## src/rtl/cpu16_core.sv

```systemverilog
`default_nettype none
// ============================================================================
// Module      : cpu16_core
// Description : Single-cycle 16-bit load/store CPU with 8 registers, a
//               16-opcode ISA, external combinational instruction ROM and
//               internal data RAM (async read, sync write).
//               Optional macro CPU_TRACE_EN enables a simulation-only trace.
// Revision    : 1.0 - initial release
// ============================================================================
module cpu16_core #(
    parameter int          DMEM_AW  = 8,
    parameter logic [15:0] RESET_PC = 16'h0000
) (
    input  logic        Clock,
    input  logic        Reset,
    output logic [15:0] InstrAddr,
    input  logic [15:0] InstrData,
    output logic [15:0] PC,
    output logic        Halted,
    output logic        DbgWrEn,
    output logic [2:0]  DbgWrReg,
    output logic [15:0] DbgWrData
);

    localparam int c_DMEM_DEPTH = 1 << DMEM_AW;

    typedef enum logic [3:0] {
        OP_ADD  = 4'h0, OP_SUB  = 4'h1, OP_AND  = 4'h2, OP_OR   = 4'h3,
        OP_XOR  = 4'h4, OP_SLT  = 4'h5, OP_SLL  = 4'h6, OP_SRL  = 4'h7,
        OP_ADDI = 4'h8, OP_LW   = 4'h9, OP_SW   = 4'hA, OP_BEQ  = 4'hB,
        OP_BNE  = 4'hC, OP_LI   = 4'hD, OP_JMP  = 4'hE, OP_HALT = 4'hF
    } opcode_t;

    logic [15:0] r_pc;
    logic        r_halted;
    logic [15:0] r_regs [0:7];
    logic [15:0] r_dmem [0:c_DMEM_DEPTH-1];

    opcode_t      w_op;
    logic [2:0]   w_rd, w_rs, w_rt;
    logic [15:0]  w_imm6, w_imm9, w_imm12;
    logic [15:0]  w_rd_val, w_rs_val, w_rt_val;
    logic [DMEM_AW-1:0] w_ea;
    logic [15:0]  w_mem_rdata;
    logic         w_reg_we;
    logic         w_reg_we_eff;
    logic [15:0]  w_reg_wdata;
    logic         w_mem_we;
    logic [15:0]  w_pc_next;
    logic         w_halt_now;

    assign w_op    = opcode_t'(InstrData[15:12]);
    assign w_rd    = InstrData[11:9];
    assign w_rs    = InstrData[8:6];
    assign w_rt    = InstrData[5:3];
    assign w_imm6  = {{10{InstrData[5]}}, InstrData[5:0]};
    assign w_imm9  = {{7{InstrData[8]}}, InstrData[8:0]};
    assign w_imm12 = {4'h0, InstrData[11:0]};

    // R0 is hard-wired to zero on the read side; it is never written either.
    assign w_rd_val = (w_rd == 3'd0) ? 16'h0000 : r_regs[w_rd];
    assign w_rs_val = (w_rs == 3'd0) ? 16'h0000 : r_regs[w_rs];
    assign w_rt_val = (w_rt == 3'd0) ? 16'h0000 : r_regs[w_rt];

    // Only the low DMEM_AW bits of rs+imm6 matter, so the sum is formed at that width.
    assign w_ea        = w_rs_val[DMEM_AW-1:0] + w_imm6[DMEM_AW-1:0];
    assign w_mem_rdata = r_dmem[w_ea];

    always_comb begin
        w_reg_we    = 1'b0;
        w_reg_wdata = 16'h0000;
        w_mem_we    = 1'b0;
        w_pc_next   = r_pc + 16'd1;
        w_halt_now  = 1'b0;
        case (w_op)
            OP_ADD:  begin w_reg_we = 1'b1; w_reg_wdata = w_rs_val + w_rt_val; end
            OP_SUB:  begin w_reg_we = 1'b1; w_reg_wdata = w_rs_val - w_rt_val; end
            OP_AND:  begin w_reg_we = 1'b1; w_reg_wdata = w_rs_val & w_rt_val; end
            OP_OR:   begin w_reg_we = 1'b1; w_reg_wdata = w_rs_val | w_rt_val; end
            OP_XOR:  begin w_reg_we = 1'b1; w_reg_wdata = w_rs_val ^ w_rt_val; end
            OP_SLT:  begin
                w_reg_we    = 1'b1;
                w_reg_wdata = {15'd0, ($signed(w_rs_val) < $signed(w_rt_val))};
            end
            OP_SLL:  begin w_reg_we = 1'b1; w_reg_wdata = w_rs_val << w_rt_val[3:0]; end
            OP_SRL:  begin w_reg_we = 1'b1; w_reg_wdata = w_rs_val >> w_rt_val[3:0]; end
            OP_ADDI: begin w_reg_we = 1'b1; w_reg_wdata = w_rs_val + w_imm6; end
            OP_LW:   begin w_reg_we = 1'b1; w_reg_wdata = w_mem_rdata; end
            OP_SW:   w_mem_we = 1'b1;
            OP_BEQ:  if (w_rd_val == w_rs_val) w_pc_next = r_pc + 16'd1 + w_imm6;
            OP_BNE:  if (w_rd_val != w_rs_val) w_pc_next = r_pc + 16'd1 + w_imm6;
            OP_LI:   begin w_reg_we = 1'b1; w_reg_wdata = w_imm9; end
            OP_JMP:  w_pc_next = w_imm12;
            OP_HALT: begin w_pc_next = r_pc; w_halt_now = 1'b1; end
            default: ;
        endcase
        // Once halted the core is frozen: nothing retires until reset.
        if (r_halted) begin
            w_reg_we   = 1'b0;
            w_mem_we   = 1'b0;
            w_pc_next  = r_pc;
            w_halt_now = 1'b0;
        end
    end

    assign w_reg_we_eff = w_reg_we && (w_rd != 3'd0);

    always_ff @(posedge Clock) begin
        if (Reset) begin
            r_pc     <= RESET_PC;
            r_halted <= 1'b0;
            for (int i = 0; i < 8; i++) begin
                r_regs[i] <= 16'h0000;
            end
        end else begin
            r_pc <= w_pc_next;
            if (w_halt_now) begin
                r_halted <= 1'b1;
            end
            if (w_reg_we_eff) begin
                r_regs[w_rd] <= w_reg_wdata;
            end
        end
    end

    // Data RAM keeps its contents across reset; only the write is gated.
    always_ff @(posedge Clock) begin
        if (!Reset && w_mem_we) begin
            r_dmem[w_ea] <= w_rd_val;
        end
    end

    assign InstrAddr = r_pc;
    assign PC        = r_pc;
    assign Halted    = r_halted;
    assign DbgWrEn   = w_reg_we_eff;
    assign DbgWrReg  = w_rd;
    assign DbgWrData = w_reg_wdata;

`ifdef CPU_TRACE_EN
    always @(posedge Clock) begin
        if (!Reset && !r_halted) begin
            $write("PC=%h INSTR=%h", r_pc, InstrData);
            if (w_reg_we_eff) $write(" R%0d=%h", w_rd, w_reg_wdata);
            if (w_mem_we) $write(" MEM[%h]=%h", w_ea, w_rd_val);
            $write("\n");
        end
    end
`endif

endmodule
`default_nettype wire

```

## config.mk

```make
export PLATFORM = sky130hd
export DESIGN_NAME = cpu16_core
export DESIGN_NICKNAME = d
export VERILOG_FILES = /design/src/rtl/cpu16_core.sv
export SDC_FILE = /design/constraint.sdc
export NUM_CORES = 2
export LEC_CHECK = 0
export ABC_AREA = 1
export BUFFER_PORTS_ARGS = -buffer_cell sky130_fd_sc_hd__buf_2
export CORE_MARGIN = 1.5
export CORE_UTILIZATION = 31
export DETAILED_ROUTE_END_ITERATION = 6
export GPL_ROUTABILITY_DRIVEN = 1
export PLACE_DENSITY = 0.51
export SETUP_SLACK_MARGIN = 0.3
export SYNTH_ARGS = -nofsm -noshare
export SYNTH_HDL_FRONTEND = slang
export SYNTH_MEMORY_MAX_BITS = 65536
export SYNTH_SLANG_ARGS = --single-unit
export TNS_END_PERCENT = 50
```

## constraint.sdc

```tcl
create_clock -name Clock -period 5 [get_ports Clock]
set_input_delay 0.25 -clock Clock [delete_from_list [all_inputs] [get_ports Clock]]
set_output_delay 0.25 -clock Clock [all_outputs]
set_load 0.005 [all_outputs]
```

==> parameters.txt <==
Parameter                              Value

STA
  Number of hold violations in the final report    0
  Worst max-slew margin expressed relative to the limit    10.1%
  Highest clock rate    0.159 GHz
  Worst Setup Slack, final    -1.30 ns
  Actual transition at the worst max-transition pin    1.35 ns
  Setup violators final    120
  Max Slew Vio Count    0
  Setup Skew    0.0983 ns
  Tcrit/Tclk final    126%
  Minimum clock period    6.30 ns
  RSZ-0062 raised after global routing    true

Route
  Final ANT Viol Nets    0
  Iteration-0 DRC Markers    13900
  Total wire length    632000 um
  Routed wire per std cell    26.6 um
  Remaining routing DRC violations    6
  Routed vias/inst    5.15
  First-pass detailed-route iteration total    7
  Vias post-DR    123000

Place
  Weighted congestion reported at the end of routability-driven placement    0.938
  Buffers added on ports    70
  Post-place instance area    201000 um2
  HPWL after DPL    400000 um
  Placement Setup Slack    -1.20 ns

Clocking
  CTS Sinks    4241
  Maximum level of the CTS H-tree    5
  Clock slew seen by the registers of the worst setup and hold paths    0.06 ns
  Number of buffers on the longest clock path    4
  Clock latency reported for the late side of the worst-skew pair    1.08 ns
  TritonCTS Buffers    447
  CTS Root Cell    clkbuf_16
  CTS tree    yes

Power and ir drop
  Leakage power    78.4 nW
  Total internal power    65.9 mW
  Clock Power Share    34.2%
  Sequential group share of total power    41.8%
  Sw Share    31.0%
  Pwr Density    435 nW/um2
  Fraction of power consumed by combinational cells    24.0%
  Switch Pwr    29.6 mW
  Power Total    95.5 mW
  Worst VDD drop    0.304 mV

Logic synthesis
  Cell variety after synth    50
  Largest cells by area after synthesis    edfxtp_1, nand2_1, nor2_1
  Summed instance area of the synthesized netlist    176000 um2
  Total number of yosys warnings    0
  Synth Instances    14400
  Async SR Flop Fraction    0%
  Register area share after synthesis    72.2%
  Area share of the largest cell type after synthesis    72.0%
  Post-synth top area cell    edfxtp_1
  Post-synth EDFFs    4224
  Most common cell in the netlist    edfxtp_1
  Average cell area after synthesis    12.2 um2
  Total of flip-flops plus latches after synthesis    4241
  Cell types with the highest counts after synthesis    edfxtp_1, nand2_1, nor2_1, o21ai_0, or2_2
  Most instantiated flip-flop cell in the synthesis netlist    edfxtp_1

Critical path
  Element type at the critical path start    flip-flop
  Count of cells along the worst register-to-register path    31
  Reg2reg setup slack    -0.45 ns
  Largest fanout of any net on the critical path    24
  Critical path required time    4.75 ns
  Worst path arrival time    6.05 ns
  Crit Path Class    flip-flop to primary output
  Critical Path Start    r_regs[5][0]
  Reg-to-reg critical path startpoint    r_regs[5][0]
  Critical path endpoint category    primary output

Floorplan
  Vertical die dimension    757 um
  Area inside the core boundary    565000 um2
  Die boundary width    757 um
  Number of I/O pins    71
  Number of placement rows    276
  Floorplan die area    573000 um2
  Initial Util    31.2%

Hold path
  Kind of path behind the tightest hold check    input pin to flip-flop
  Worst hold path depth    7
  HP Start    InstrData[14]

Layout
  Sequential cell area in the final layout    127000 um2
  Area of all placed cells without fillers    219000 um2
  Layout cell share with drive strength beyond 1    22.1%
  Fill cell total of the finished layout    53600
  Combined area of the multi-input logic cells    44700 um2
  Area growth syn-to-layout    24.5%
  Net count reported at finish    16000

GRT
  Number of antenna violations at the first check in global routing    17
  Largest net degree at the start of global routing    176
  Aggregate global-route resource usage    21.2%
  Global-route wire length before repair    885000 um
  Total global routing overflow    0
  Via count of the first global-routing pass    116000

Flow run
  Number of maximum-capacitance constraint violations    0

Run status
  Outcome    complete, but fails checks
  Violations in the final reports    design-rule violations, negative setup slack
critical path: stages, from the launching register on:
cell and delay, ns:
edfxtp_1 0.41, inv_2 0.08, nand2_1 0.06, nand3_1 0.11, nand3_2 0.10, nand2_2 0.10
nor2_4 0.06, ha_4 0.16, fa_4 0.96, buf_12 0.16, inv_12 0.05, nand2_8 0.15
buf_16 0.19, buf_16 0.19, o22ai_1 0.13, o31ai_2 0.28, nand4_1 0.27, nand2_2 0.19
nand4_1 0.28, nand2_4 0.26, nand2_8 0.10, buf_12 0.13, nor2_4 0.14, buf_6 0.12
nor2_4 0.05, inv_2 0.06, buf_6 0.08
per-layer routing:
layer / GRT usage [%] / part of all wire, %
met1: 29.4 / 43
met2: 34.5 / 47
met4: 7.21 / 3.7
met5: 0 / 0
met3: 2.48 / 6.7
power by group through the flow:
stage	Combinational [mW]	Sequential, mW	Clock (mW)
global route	24.0	39.9	34.4
global placement	20.7	40.6	0
CTS	22.0	39.9	33.1
floorplan	9.08	40.8	0
finish	22.9	39.9	32.7
detailed placement	20.7	40.6	0
final cells by class:
class / count / share of cell area, %
Clock inverter: 272 / 1.09
Inverter: 661 / 1.16
Clock buffer: 558 / 5.35
Sequential cell: 4241 / 58.0
Multi-Input combinational cell: 8713 / 20.4
Tap cell: 7506 / 4.28
Antenna cell: 5 / 0.00571
Timing Repair Buffer: 1852 / 9.72
what timing repair did:
| item | in CTS | in global routing |
|---|---|---|
| gates cloned | 20 | 15 |
| gates resized for setup | 366 | 344 |
| setup buffers | 63 | 61 |
| pin swaps | 73 | 122 |
| hold buffers | 13 | 0 |
| hold endpoints to repair | 41 | 0 |
| setup endpoints to repair | 1035 | 2039 |
final timing paths:
path / to
setup / recovery: DbgWrData[6]
hold / removal: InstrAddr[14]
hold reg to reg: InstrAddr[1]
setup reg to reg: r_regs[1][15]
placed cells by master (no fill, tap or decap), drive strengths merged, types with 87 or more instances in the layout:
master / synthesis / final
o31ai: 134 / 134
nand4: 288 / 288
o211ai: 121 / 121
a21oi: 221 / 221
nand3: 382 / 382
clkinv: 2 / 216
ha: 87 / 87
o221ai: 230 / 230
o22ai: 458 / 458
nor2: 1875 / 1875
o21ai: 1156 / 1156
nand2: 2750 / 2751
edfxtp: 4224 / 4224
clkbuf: 341 / 573
inv: 659 / 678
o21a: 115 / 115
or2: 749 / 749
buf: 501 / 1814
sequential cells by signal, summed over array words and instances (netlist names):
| name | cells |
|---|---|
| r_dmem | 4096 |
| r_regs | 128 |
| InstrAddr | 16 |
| Halted | 1 |
logic make-up (layout without fill, tap and decap cells):
family | after synthesis | count (layout) | synth area share (%)
compound gates | 2510 | 2510 | 8.61
xor+xnor | 31 | 31 | 0.158
fa+ha+maj | 91 | 91 | 0.663
buf+inv | 1503 | 3343 | 3.59
flops | 4241 | 4241 | 72.2
other cells | 1 | 21 | 0.00213
simple gates | 6064 | 6065 | 14.8
stage by stage:
step	instances	TNS (ns)	hold WS, ns	utilization (%)
after floorplan	14500	0	0.485	-
after global placement	22800	-112.17	0.493	35.5
after detailed placement	22800	-106.79	0.501	35.5
after CTS	23700	-37.10	0.00849	38.5
after global routing	23800	-52.91	0.144	38.8
final	23800	-37.41	0.0958	38.8
(Power assumes the default switching activity.)
